==> config.mk <==
export PLATFORM = sky130hd
export DESIGN_NAME = aes_subbytes_scheduler
export DESIGN_NICKNAME = d
export VERILOG_FILES = /design/src/rtl/aes_sched_pkg.sv /design/src/rtl/aes_subbytes_scheduler.sv
export SDC_FILE = /design/constraint.sdc
export NUM_CORES = 1
export LEC_CHECK = 0
export ABC_AREA = 1
export ABC_CLOCK_PERIOD_IN_PS = 3550
export CAP_MARGIN = 5
export CORE_AREA = 2 2 152 154
export CTS_BUF_LIST = sky130_fd_sc_hd__clkbuf_16
export DETAILED_ROUTE_END_ITERATION = 10
export DIE_AREA = 0 0 154 156
export GPL_TIMING_DRIVEN = 1
export PLACE_DENSITY = 0.85
export SYNTH_ARGS = -nofsm -noshare
export SYNTH_HDL_FRONTEND = slang
export SYNTH_SLANG_ARGS = --single-unit
export TNS_END_PERCENT = 100
==> constraint.sdc <==
create_clock -name clk -period 3.55 [get_ports clk]
set_input_delay 0.8875 -clock clk [delete_from_list [all_inputs] [get_ports clk]]
set_output_delay 0.8875 -clock clk [all_outputs]
set_load 0.01 [all_outputs]
==> src/rtl/aes_sched_pkg.sv <==
// ---------------------------------------------------------------------------
// aes_sched_pkg
// Shared definitions for the SubBytes scheduler: the state-job FSM encoding,
// the column index width and the S-box direction constants driven onto the
// shared unit's enc_dec select.
// ---------------------------------------------------------------------------
package aes_sched_pkg;

  typedef enum logic [1:0] {
    ST_IDLE = 2'd0,
    ST_RUN  = 2'd1,
    ST_DONE = 2'd2
  } st_state_e;

  localparam int COL_W = 2;

  localparam logic ENC = 1'b1;
  localparam logic DEC = 1'b0;

endpackage

==> src/rtl/aes_subbytes_scheduler.sv <==
// ---------------------------------------------------------------------------
// aes_subbytes_scheduler
// Time-shares one 32-bit combinational SubBytes unit between the round
// datapath (128-bit state, four column passes) and key expansion (32-bit
// SubWord, one pass). Key jobs take the S-box in their handshake cycle and
// preempt the running state column; after MAX_KEY_BURST key grants in a row
// during a state job, key_in_ready drops for one cycle so a column advances.
//
// Ports
//   clk, rst_n             clock, synchronous active-low reset
//   st_in_*                state job input (valid/ready, data, enc_dec)
//   st_out_*               substituted state output (valid/ready, data)
//   key_in_*               SubWord job input (valid/ready, data)
//   key_out_*              SubWord result output (valid/ready, data)
//   sb_data_in/sb_enc_dec  drive the shared SubBytes unit
//   sb_data_out            result from the shared SubBytes unit
//   busy                   state job in progress (FSM not IDLE)
// ---------------------------------------------------------------------------
module aes_subbytes_scheduler
  import aes_sched_pkg::*;
#(
  parameter int MAX_KEY_BURST = 2
) (
  input  logic         clk,
  input  logic         rst_n,
  input  logic         st_in_valid,
  output logic         st_in_ready,
  input  logic [127:0] st_in_data,
  input  logic         st_in_enc_dec,
  output logic         st_out_valid,
  input  logic         st_out_ready,
  output logic [127:0] st_out_data,
  input  logic         key_in_valid,
  output logic         key_in_ready,
  input  logic [31:0]  key_in_data,
  output logic         key_out_valid,
  input  logic         key_out_ready,
  output logic [31:0]  key_out_data,
  output logic [31:0]  sb_data_in,
  output logic         sb_enc_dec,
  input  logic [31:0]  sb_data_out,
  output logic         busy
);

  localparam int BURST_W = 3;
  localparam logic [BURST_W-1:0] BURST_MAX = BURST_W'(MAX_KEY_BURST);
  localparam logic [COL_W-1:0]   LAST_COL  = COL_W'(3);

  st_state_e           state_q, state_d;
  logic [COL_W-1:0]    col_q, col_d;
  logic [BURST_W-1:0]  burst_cnt_q, burst_cnt_d;
  logic [127:0]        work_q, work_d;
  logic                mode_q, mode_d;
  logic                st_out_valid_q, st_out_valid_d;
  logic                key_out_valid_q, key_out_valid_d;
  logic [31:0]         key_out_data_q, key_out_data_d;
  logic                busy_q, busy_d;

  logic force_state;
  logic key_grant;
  logic col_adv;

  // Column 0 is the most significant word of the state.
  function automatic logic [31:0] get_col(input logic [127:0] w,
                                          input logic [COL_W-1:0] c);
    case (c)
      2'd0:    get_col = w[127:96];
      2'd1:    get_col = w[95:64];
      2'd2:    get_col = w[63:32];
      default: get_col = w[31:0];
    endcase
  endfunction

  function automatic logic [127:0] put_col(input logic [127:0] w,
                                           input logic [COL_W-1:0] c,
                                           input logic [31:0] v);
    logic [127:0] r;
    r = w;
    case (c)
      2'd0:    r[127:96] = v;
      2'd1:    r[95:64]  = v;
      2'd2:    r[63:32]  = v;
      default: r[31:0]   = v;
    endcase
    return r;
  endfunction

  // Arbitration and S-box bus mux. Kept apart from the next-state block,
  // which consumes sb_data_out, so the path out to the shared unit and back
  // is not seen as a loop through a single process.
  always_comb begin
    st_in_ready  = (state_q == ST_IDLE);
    force_state  = (state_q == ST_RUN) && (burst_cnt_q == BURST_MAX);
    key_in_ready = (!key_out_valid_q || key_out_ready) && !force_state;
    key_grant    = key_in_valid && key_in_ready;
    col_adv      = (state_q == ST_RUN) && !key_grant;

    sb_data_in = '0;
    sb_enc_dec = ENC;
    if (key_grant) begin
      // SubWord always uses the forward S-box, even while decrypting.
      sb_data_in = key_in_data;
      sb_enc_dec = ENC;
    end else if (col_adv) begin
      sb_data_in = get_col(work_q, col_q);
      sb_enc_dec = mode_q;
    end
  end

  always_comb begin
    state_d         = state_q;
    col_d           = col_q;
    burst_cnt_d     = burst_cnt_q;
    work_d          = work_q;
    mode_d          = mode_q;
    key_out_valid_d = key_out_valid_q;
    key_out_data_d  = key_out_data_q;

    if (key_grant) begin
      key_out_valid_d = 1'b1;
      key_out_data_d  = sb_data_out;
    end else if (key_out_ready) begin
      key_out_valid_d = 1'b0;
    end

    case (state_q)
      ST_IDLE: begin
        if (st_in_valid) begin
          work_d  = st_in_data;
          mode_d  = st_in_enc_dec;
          col_d   = '0;
          state_d = ST_RUN;
        end
      end
      ST_RUN: begin
        // A key grant leaves col and work untouched: the column is stalled.
        if (col_adv) begin
          work_d = put_col(work_q, col_q, sb_data_out);
          col_d  = col_q + COL_W'(1);
          if (col_q == LAST_COL) begin
            state_d = ST_DONE;
          end
        end
      end
      ST_DONE: begin
        if (st_out_ready) begin
          state_d = ST_IDLE;
        end
      end
      default: state_d = ST_IDLE;
    endcase

    if ((state_q != ST_RUN) || col_adv) begin
      burst_cnt_d = '0;
    end else if (key_grant) begin
      burst_cnt_d = burst_cnt_q + BURST_W'(1);
    end

    st_out_valid_d = (state_d == ST_DONE);
    busy_d         = (state_d != ST_IDLE);
  end

  always_ff @(posedge clk) begin
    if (!rst_n) begin
      state_q         <= ST_IDLE;
      col_q           <= '0;
      burst_cnt_q     <= '0;
      work_q          <= '0;
      st_out_valid_q  <= 1'b0;
      key_out_valid_q <= 1'b0;
      key_out_data_q  <= '0;
      busy_q          <= 1'b0;
    end else begin
      state_q         <= state_d;
      col_q           <= col_d;
      burst_cnt_q     <= burst_cnt_d;
      work_q          <= work_d;
      st_out_valid_q  <= st_out_valid_d;
      key_out_valid_q <= key_out_valid_d;
      key_out_data_q  <= key_out_data_d;
      busy_q          <= busy_d;
    end
  end

  // Direction is only meaningful while a job holds work_q.
  always_ff @(posedge clk) begin
    mode_q <= mode_d;
  end

  assign st_out_valid  = st_out_valid_q;
  assign st_out_data   = work_q;
  assign key_out_valid = key_out_valid_q;
  assign key_out_data  = key_out_data_q;
  assign busy          = busy_q;

endmodule

==> metrics, run 1 <==
status=finished, final reports clean; fmax=282.9 MHz; clk buf depth=2; commonest non-fill, non-tap cell in the layout=nand2_1; clk_lat worst skew=0.43 ns; vias in the first global route=11,270; Worst R2R End=st_out_data[46]; first-pass GRT wire length=between 60,000 and 70,000 microns; Arrival @ worst endpoint=2.65 ns; initial DRC count=roughly 1,100; CP Cell Sequence=clkdlybuf4s50_1, inv_1, nand2_1, buf_4, nand3_2, nand2_2, buf_12, o21ai_1, clkdlybuf4s50_1; die height=156 microns; Crit. path cell count=9; CP max FO=35; Worst Setup SP=key_out_ready; Slew @ Worst Pin=approximately 0.90 ns; Worst setup EP type=primary output; CTS root buf=clkbuf_16; Mapped Area=around 9000 sq um; Avg Cell Area, Syn=around 6.1 sq um; post-synth cell types=27; ant diodes=0; clock sink count=171; Slew Limit Headroom=40.05%; PwrDens=459.1 nW/um^2; endpoints failing setup=0; average routed wire per standard cell=18.79 microns; post-route setup slack=0.01572 ns; FF-to-FF path depth=8; Ys Warns=0; Required @ worst endpoint=2.66 ns; row cnt=between 50 and 60; worst hold path type=flop to flop; vias=11,510; GRT Util Overall=about 32%; Worst VDD drop=~290 uV; FILL cells=a little over 2,000; global route total overflow=0; Yosys reg bits=between 150 and 200; first-pass detailed-route iteration total=6; Num CTS Buffers=17; Yosys top cell area share=~38%; clock transition at the registers of the reported paths=0.07 ns; # IOs=397; startpoint types=input port; core area=between 20,000 and 25,000 sq um; initial antenna violation count=0; fin nets=2,027; Post-Place Worst Slack=-0.06774 ns; antenna viol nets, final=0; Overall Power=6.369 mW; Routed WL=about 40,000 microns; Reg2Reg Launch Point=state_q[0]; largest net degree at the start of global routing=81; DP Wirelength=between 20,000 and 30,000 microns; DRC violations left=0; die area=24,020 sq um; Syn Inst Count=about 1,500; cell taking the most area after synthesis=dfxtp_1; Buf/Inv on CP=5; layout cell share with drive strength beyond 1=slightly above 5%; Storage cell area=3435 sq um; Largest delay share family, worst path=buffers and inverters; final core utilization=62.03%; via/cell ratio=around 5.4; syn_nets=1,685; CTS tree=built; Final Hold Fails=0; critical path's largest stage delay=0.54 ns; CTS H-Tree Depth=4; post-route clock period utilization=99.56%; Die W=about 150 microns; GP Congestion=0.9433; area occupied by multi-input gates=4736 sq um; Slew Limit Fails=0; Worst Path Class, Setup=input port to primary output; max_cap viols=0; initial core utilization=40.37%; buffers added on ports=around 400; CP max stage cell=clkdlybuf4s50_1; reg2reg setup slack=around 1.1 ns; Clock Skew=0.009698 ns; register area share after synthesis=38.03%; capture point of the critical path=sb_data_in[27]; min Tclk post-route=3.534 ns; most frequent cells in the layout=nand2_1, clkdlybuf4s50_1, nor2_1; CP dominant cell by count=clkdlybuf4s50_1; largest cells by area after synthesis=dfxtp_1, nand2_1, nor2_1; Syn-to-layout area delta=53.66%; leakage=~6.5 nW
-- power by group --
part | switching [mW] | internal, mW | total [mW]
Combinational | 1.14 | 0.957 | 2.10
Clock | 0.845 | 1.11 | 1.96
Sequential | 0.175 | 2.14 | 2.32
-- worst reg2reg max path: cells and delay by family, from the launching register on --
| kind | cells | cell delay (ns) |
|---|---|---|
| buf+inv | 2 | 1.06 |
| simple gates | 6 | 1.04 |
| flops | 1 | 0.33 |
-- state kept, by name, indices dropped and copies added, names as in the netlist --
register,flops
busy,1
state_q,2
st_out_data,128
mode_q,1
key_out_valid,1
burst_cnt_q,3
key_out_data,32
col_q,2
st_out_valid,1
-- timing repair --
| action | in CTS | in global routing |
|---|---|---|
| buffers inserted | 0 | 2 |
| cloned | 0 | 1 |
| setup endpoints to repair | 25 | 8 |
| hold buffers | 0 | 0 |
| resized for setup | 25 | 5 |
-- cell families (layout without fill, tap and decap cells) --
family	Yosys count	count (layout)	synth area share, %
xor+xnor	1	1	0.09702
flops	171	171	38.03
compound gates	228	228	12.67
simple gates	848	848	38.37
fa+ha+maj	6	6	0.8315
buf+inv	226	580	10.01
-- synth_stat cells, drive strengths merged --
master,count
clkbuf,66
ha,6
edfxtp,1
xnor2,1
inv,116
or2,1
nand3,134
clkinv,1
o21ai,162
a21oi,65
buf,43
nor2,233
a21boi,1
nand4,33
nand2,445
dfxtp,170
nand3b,1
nor3,1
-- area by class of cell --
cell class	instances	area share [%]
Clock inverter	14	1.218
Timing Repair Buffer	432	31.09
Tap cell	285	2.570
Inverter	117	3.166
Multi-Input combinational cell	1083	34.14
Clock buffer	17	3.066
Sequential cell	171	24.76
-- stage by stage --
step,setup TNS [ns],hold slack (ns),area [sq um],std cells
after global routing,-0.06868,0.4813,13870,2119
after CTS,0,0.4657,13820,2116
after detailed placement,-0.7871,0.4551,13260,2085
final,0,0.4671,13870,2119
after global placement,-0.2388,0.4509,13260,2085
after floorplan,0,0.4323,9029,1480
-- worst min-delay path by stage --
stage / depth (start not counted) / from / slack (ns) / to
global route: 2 / key_out_data[4] / 0.48 / key_out_data[4]
CTS: 2 / key_out_data[3] / 0.47 / key_out_data[3]
finish: 2 / key_out_data[27] / 0.47 / key_out_data[27]
detailed placement: 2 / key_out_data[3] / 0.46 / key_out_data[3]
floorplan: 1 / burst_cnt_q[0] / 0.43 / burst_cnt_q[0]
global placement: 1 / burst_cnt_q[0] / 0.45 / burst_cnt_q[0]
-- metal layers --
| layer | share of wire [%] | track usage, % |
|---|---|---|
| met5 | 0 | 0 |
| met4 | 3.9 | 15.67 |
| met3 | 10 | 6.889 |
| met2 | 48 | 54.24 |
| met1 | 38 | 38.67 |
(Power assumes the default switching activity.)
==> run 2, diff against run 1 <==
Settings changed: CORE_AREA 2 2 152 154 to 4 4 154 156, CTS_CLUSTER_SIZE from default to 28, DIE_AREA 0 0 154 156 to 0 0 158 160, REMOVE_ABC_BUFFERS from default to 1.
==> run 2 against run 1 <==
Global-route usage fell by 2.4 points. Final cell count barely moved. Largest power group unchanged. Sequential power barely moved. Clock power fell by 11%. Critical path type unchanged. Utilization rose by 0.33 points. Cell area rose by 0.53%. Count of clock-buffer cells in the layout did not move.
==> metrics, run 2 (synthesized netlist as in run 1, its figures left out) <==
average routed wire per standard cell=between 15 and 20 microns; clock sink count=171; Arrival @ worst endpoint=approximately 2.6 ns; initial core utilization=between 40 and 50%; first-pass detailed-route iteration total=6; worst hold path type=flop to flop; DR WL met2=19,050 microns; vias=between 10,000 and 15,000; Slew Limit Fails=0; layout cell share with drive strength beyond 1=5.174%; min Tclk post-route=about 3.5 ns; DP Cell Count=around 2,100; Worst Hold Depth=2; Overall Power=roughly 6.2 mW; Syn-to-layout area delta=54.48%; post-route setup slack=0.08134 ns; final core utilization=62.36%; clk buf depth=2; antenna viol nets, final=0; Slew @ Worst Pin=0.9010 ns; buffers added on ports=396; # IOs=397; Worst setup EP type=primary output; commonest non-fill, non-tap cell in the layout=nand2_1; CP max FO=16; leakage=6.677 nW; status=finished, final reports clean; first-pass GRT wire length=59,130 microns; Routed WL=approximately 40,000 microns; initial antenna violation count=0; fmax=roughly 290 MHz; DRC violations left=0; DR WL met3=4568 microns; fin nets=~2,000; clock transition at the registers of the reported paths=around 0.070 ns; Final Hold Fails=0; hold_ws=0.4641 ns; ant diodes=0; CTS H-Tree Depth=4; core area=22,370 sq um; non-filler cells, final=2,121; row cnt=55; uppermost layer routed=met4; global route total overflow=0; GRT Util Overall=between 20 and 30%; largest net degree at the start of global routing=68; critical path's largest stage delay=0.45 ns; unrepaired setup endpoints after global routing=no; clk_lat worst skew=0.42 ns; Largest register FFs=128; post-route clock period utilization=97.71%; Die W=~160 microns; die height=about 160 microns; Clock Skew=0.01125 ns; die area=25,280 sq um; initial DRC count=1,109; Slew Limit Headroom=39.85%; endpoints failing setup=0; Worst Path Class, Setup=input port to primary output; Num CTS Buffers=17; CP Cell Sequence=clkdlybuf4s50_1, inv_1, nand2_1, a21boi_4, buf_12, buf_4, clkbuf_16, nand3_1, o21ai_1, dlygate4sd2_1; CP max stage cell=clkdlybuf4s50_1; Worst VDD drop=300.9 uV; max_cap viols=0; startpoint types=input port; via/cell ratio=about 5.4; DP Wirelength=26,590 microns; most frequent cells in the layout=nand2_1, clkdlybuf4s50_1, nor2_1; CTS tree=built; FF-to-FF path depth=8; PwrDens=approximately 440 nW/um^2; Required @ worst endpoint=2.66 ns; CTS root buf=clkbuf_16; Post-Place Worst Slack=-0.1182 ns; WL met1=14,760 microns; GP Congestion=~0.88; vias in the first global route=10,890
run 2: power by group:
group          internal, mW  switching (mW)
Sequential             2.14           0.176
Clock                 0.907           0.844
Combinational         0.965            1.14
run 2: metrics by stage:
stage | setup TNS [ns] | instance area, sq um
after floorplan | -78.37 | 8564
after global placement | -1.178 | 13290
after detailed placement | -1.272 | 13290
after CTS | -0.1830 | 13820
after global routing | 0 | 13950
final | 0 | 13950
run 2: repair_timing:
action / in CTS / in global routing
buffers inserted: 0 / 2
endpoints found under the setup margin: 19 / 18
gates cloned: 0 / 2
hold buffers: 0 / 0
gates resized for setup: 18 / 19
run 2: final timing paths:
path / from / endpoint / slack (ns)
hold reg to reg: key_out_data[5] / key_out_data[5] / 0.46
setup reg to reg: state_q[0] / st_out_data[1] / 1.00
hold / removal: key_out_data[5] / key_out_data[5] / 0.46
setup / recovery: key_out_ready / sb_data_in[26] / 0.08
run 2: per-layer routing:
| layer | GRT usage [%] | vias up |
|---|---|---|
| li1 | - | 5377 |
| met1 | 36.00 | 5169 |
| met2 | 50.06 | 746 |
| met3 | 6.233 | 119 |
| met4 | 13.42 | 0 |
| met5 | 0 | - |
run 2: cell type report:
| cell class | instances | area (sq um) |
|---|---|---|
| inverter | 117 | 439.2 |
| fill | 2015 | 8418 |
| clock inverter | 15 | 113.9 |
| multi-input combinational | 1083 | 4733 |
| timing repair buffer | 433 | 4444 |
| tap | 285 | 356.6 |
| sequential | 171 | 3435 |
| clock buffer | 17 | 425.4 |
run 2: critical path, delay by kind of cell:
| kind | cells | cell delay (ns) |
|---|---|---|
| and+or+nand+nor | 2 | 0.17 |
| buffers and inverters | 6 | 1.23 |
| AOI/OAI and AO/OA | 2 | 0.29 |
==> run 3, diff against run 2 <==
Settings changed: CELL_PAD_IN_SITES_DETAIL_PLACEMENT from default to 1, CELL_PAD_IN_SITES_GLOBAL_PLACEMENT from default to 2, CORE_AREA 4 4 154 156 to default, CORE_MARGIN from default to 4, CORE_UTILIZATION from default to 22, DIE_AREA 0 0 158 160 to default, PLACE_DENSITY 0.85 to 0.92.
==> run 3 against run 2 <==
Register-to-register slack improved by 0.10 ns. Non-clock buffer count rose by 12. First-iteration DRC count fell by 51%. Utilization shrank 27 points. Power grew 5.0%. Global-route usage is 7.6 points lower. Routed wire length grew 26%. Setup slack improved by 0.0069 ns. Clock power is 13% higher. Hold slack improved by 0.00070 ns. Fmax grew 0.20%. Critical path type unchanged. Critical endpoint is now sb_data_in[2]. Largest cell class unchanged. Largest power group unchanged. Highest routed layer unchanged.
==> metrics, run 3 (synthesized netlist as in run 1, its figures left out) <==
Routed WL=50,540 microns; CTS H-Tree Depth=4; core area=40,190 sq um; Post-Layout Inst Area=14,310 sq um; DP Cell Count=2,333; non-filler cells, final=2,376; Worst Path Class, Setup=input port to primary output; Arrival @ worst endpoint=2.57 ns; buffers added on ports=396; post-route clock period utilization=slightly below 100%; met1 Use GR=27.23%; min Tclk post-route=3.462 ns; Final Hold Fails=0; fin nets=2,040; GP Congestion=0.8170; fmax=288.9 MHz; clock sink count=between 150 and 200; final core utilization=35.60%; antenna viol nets, final=0; row cnt=73; average routed wire per standard cell=around 21 microns; post-route setup slack=0.08827 ns; vias in the first global route=11,930; clk buf depth=2; unrepaired setup endpoints after global routing=no; DP Wirelength=approximately 34,000 microns; worst hold path type=flop to flop; DRC violations left=0; Top Usage Layer GRT=met2; Slew Limit Fails=0; Slew @ Worst Pin=1.024 ns; most frequent cells in the layout=nand2_1, clkdlybuf4s50_1, nor2_1; clk_lat worst skew=0.44 ns; Num CTS Buffers=17; initial core utilization=22.47%; GRT met2 Usage=38.86%; met3 GRT Util=4.257%; leakage=between 6 and 7 nW; layout cell share with drive strength beyond 1=6.169%; Slew Limit Headroom=31.67%; # IOs=397; dpl cell area=between 10,000 and 15,000 sq um; global route total overflow=0; CP max stage cell=clkdlybuf4s50_1; CP max FO=13; Overall Power=6.479 mW; CP dominant cell by count=buf_4; first-pass detailed-route iteration total=5; CP Cell Sequence=clkdlybuf4s50_1, inv_1, nand2_1, a21boi_4, buf_4, buf_4, bufbuf_16, nand3_1, o21ai_1, clkbuf_2; CTS tree=built; Largest delay share family, worst path=buffers and inverters; critical path's largest stage delay=0.46 ns; first-pass GRT wire length=74,440 microns; GRT Util Overall=around 22%; die area=44,340 sq um; CTS root buf=clkbuf_16; commonest non-fill, non-tap cell in the layout=nand2_1; Required @ worst endpoint=2.66 ns; endpoints failing setup=0; initial antenna violation count=3; Buf/Inv on CP=6; max_cap viols=0; FILL cells=5,058; clock transition at the registers of the reported paths=0.07 ns; hold buffers post-CTS=0; Worst VDD drop=approximately 330 uV; Syn-to-layout area delta=58.45%; startpoint types=input port; vias=approximately 11,000; status=finished, final reports clean; largest net degree at the start of global routing=130; Die W=210.6 microns; via/cell ratio=4.749; Clock Skew=0.01331 ns; PwrDens=about 450 nW/um^2; Worst setup EP type=primary output; initial DRC count=548; die height=210.6 microns; Post-Place Worst Slack=-0.1086 ns; Largest register FFs=128
## run 3: power breakdown
part | switching [mW] | internal [mW] | total [mW]
logic | 1.22 | 0.969 | 2.19
clock network | 0.869 | 1.10 | 1.97
registers | 0.181 | 2.14 | 2.32
total | 2.27 | 4.21 | 6.48
## run 3: routing by layer
metal  wire length (microns)  share of wire, %  vias up
met5                       0                 0        -
met4                    1134               2.2        0
met3                    2538               5.0       53
met2                   25010                49      319
met1                   21850                43     5503
li1                        -                 -     5409
## run 3: final cells by class
class	instances	area, sq um	share of cell area (%)
Clock buffer	17	425.4	2.974
Timing Repair Buffer	445	4420	30.90
Clock inverter	15	160.2	1.119
Antenna cell	3	7.507	0.05248
Sequential cell	171	3435	24.01
Inverter	117	439.2	3.070
Tap cell	525	656.9	4.592
Multi-Input combinational cell	1083	4762	33.29
## run 3: final timing paths
kind,from,end,slack (ns),depth (start not counted)
setup / recovery,key_out_ready,sb_data_in[2],0.09,10
hold / removal,key_out_data[12],key_out_data[12],0.46,2
setup reg to reg,state_q[0],st_out_data[33],1.10,8
hold reg to reg,key_out_data[12],key_out_data[12],0.46,2
## run 3: stage by stage
| stage | hold slack, ns | setup TNS [ns] |
|---|---|---|
| 6_report | 0.4648 | 0 |
| 5_1_grt | 0.4862 | 0 |
| 4_1_cts | 0.4715 | 0 |
| 3_5_place_dp | 0.4562 | -1.961 |
| 3_3_place_gp | 0.4492 | -1.357 |
| 2_1_floorplan | 0.4323 | -78.37 |
## run 3: timing repair
item                       CTS  global route
cloned                       2             0
resized for setup           35            16
setup buffers                6             0
setup endpoints to repair   32            18
## run 3: worst min-delay path, stage by stage (launching register included)
cell and delay, ns:
dfxtp_1 0.31, nand2_1 0.06, a21oi_1 0.05
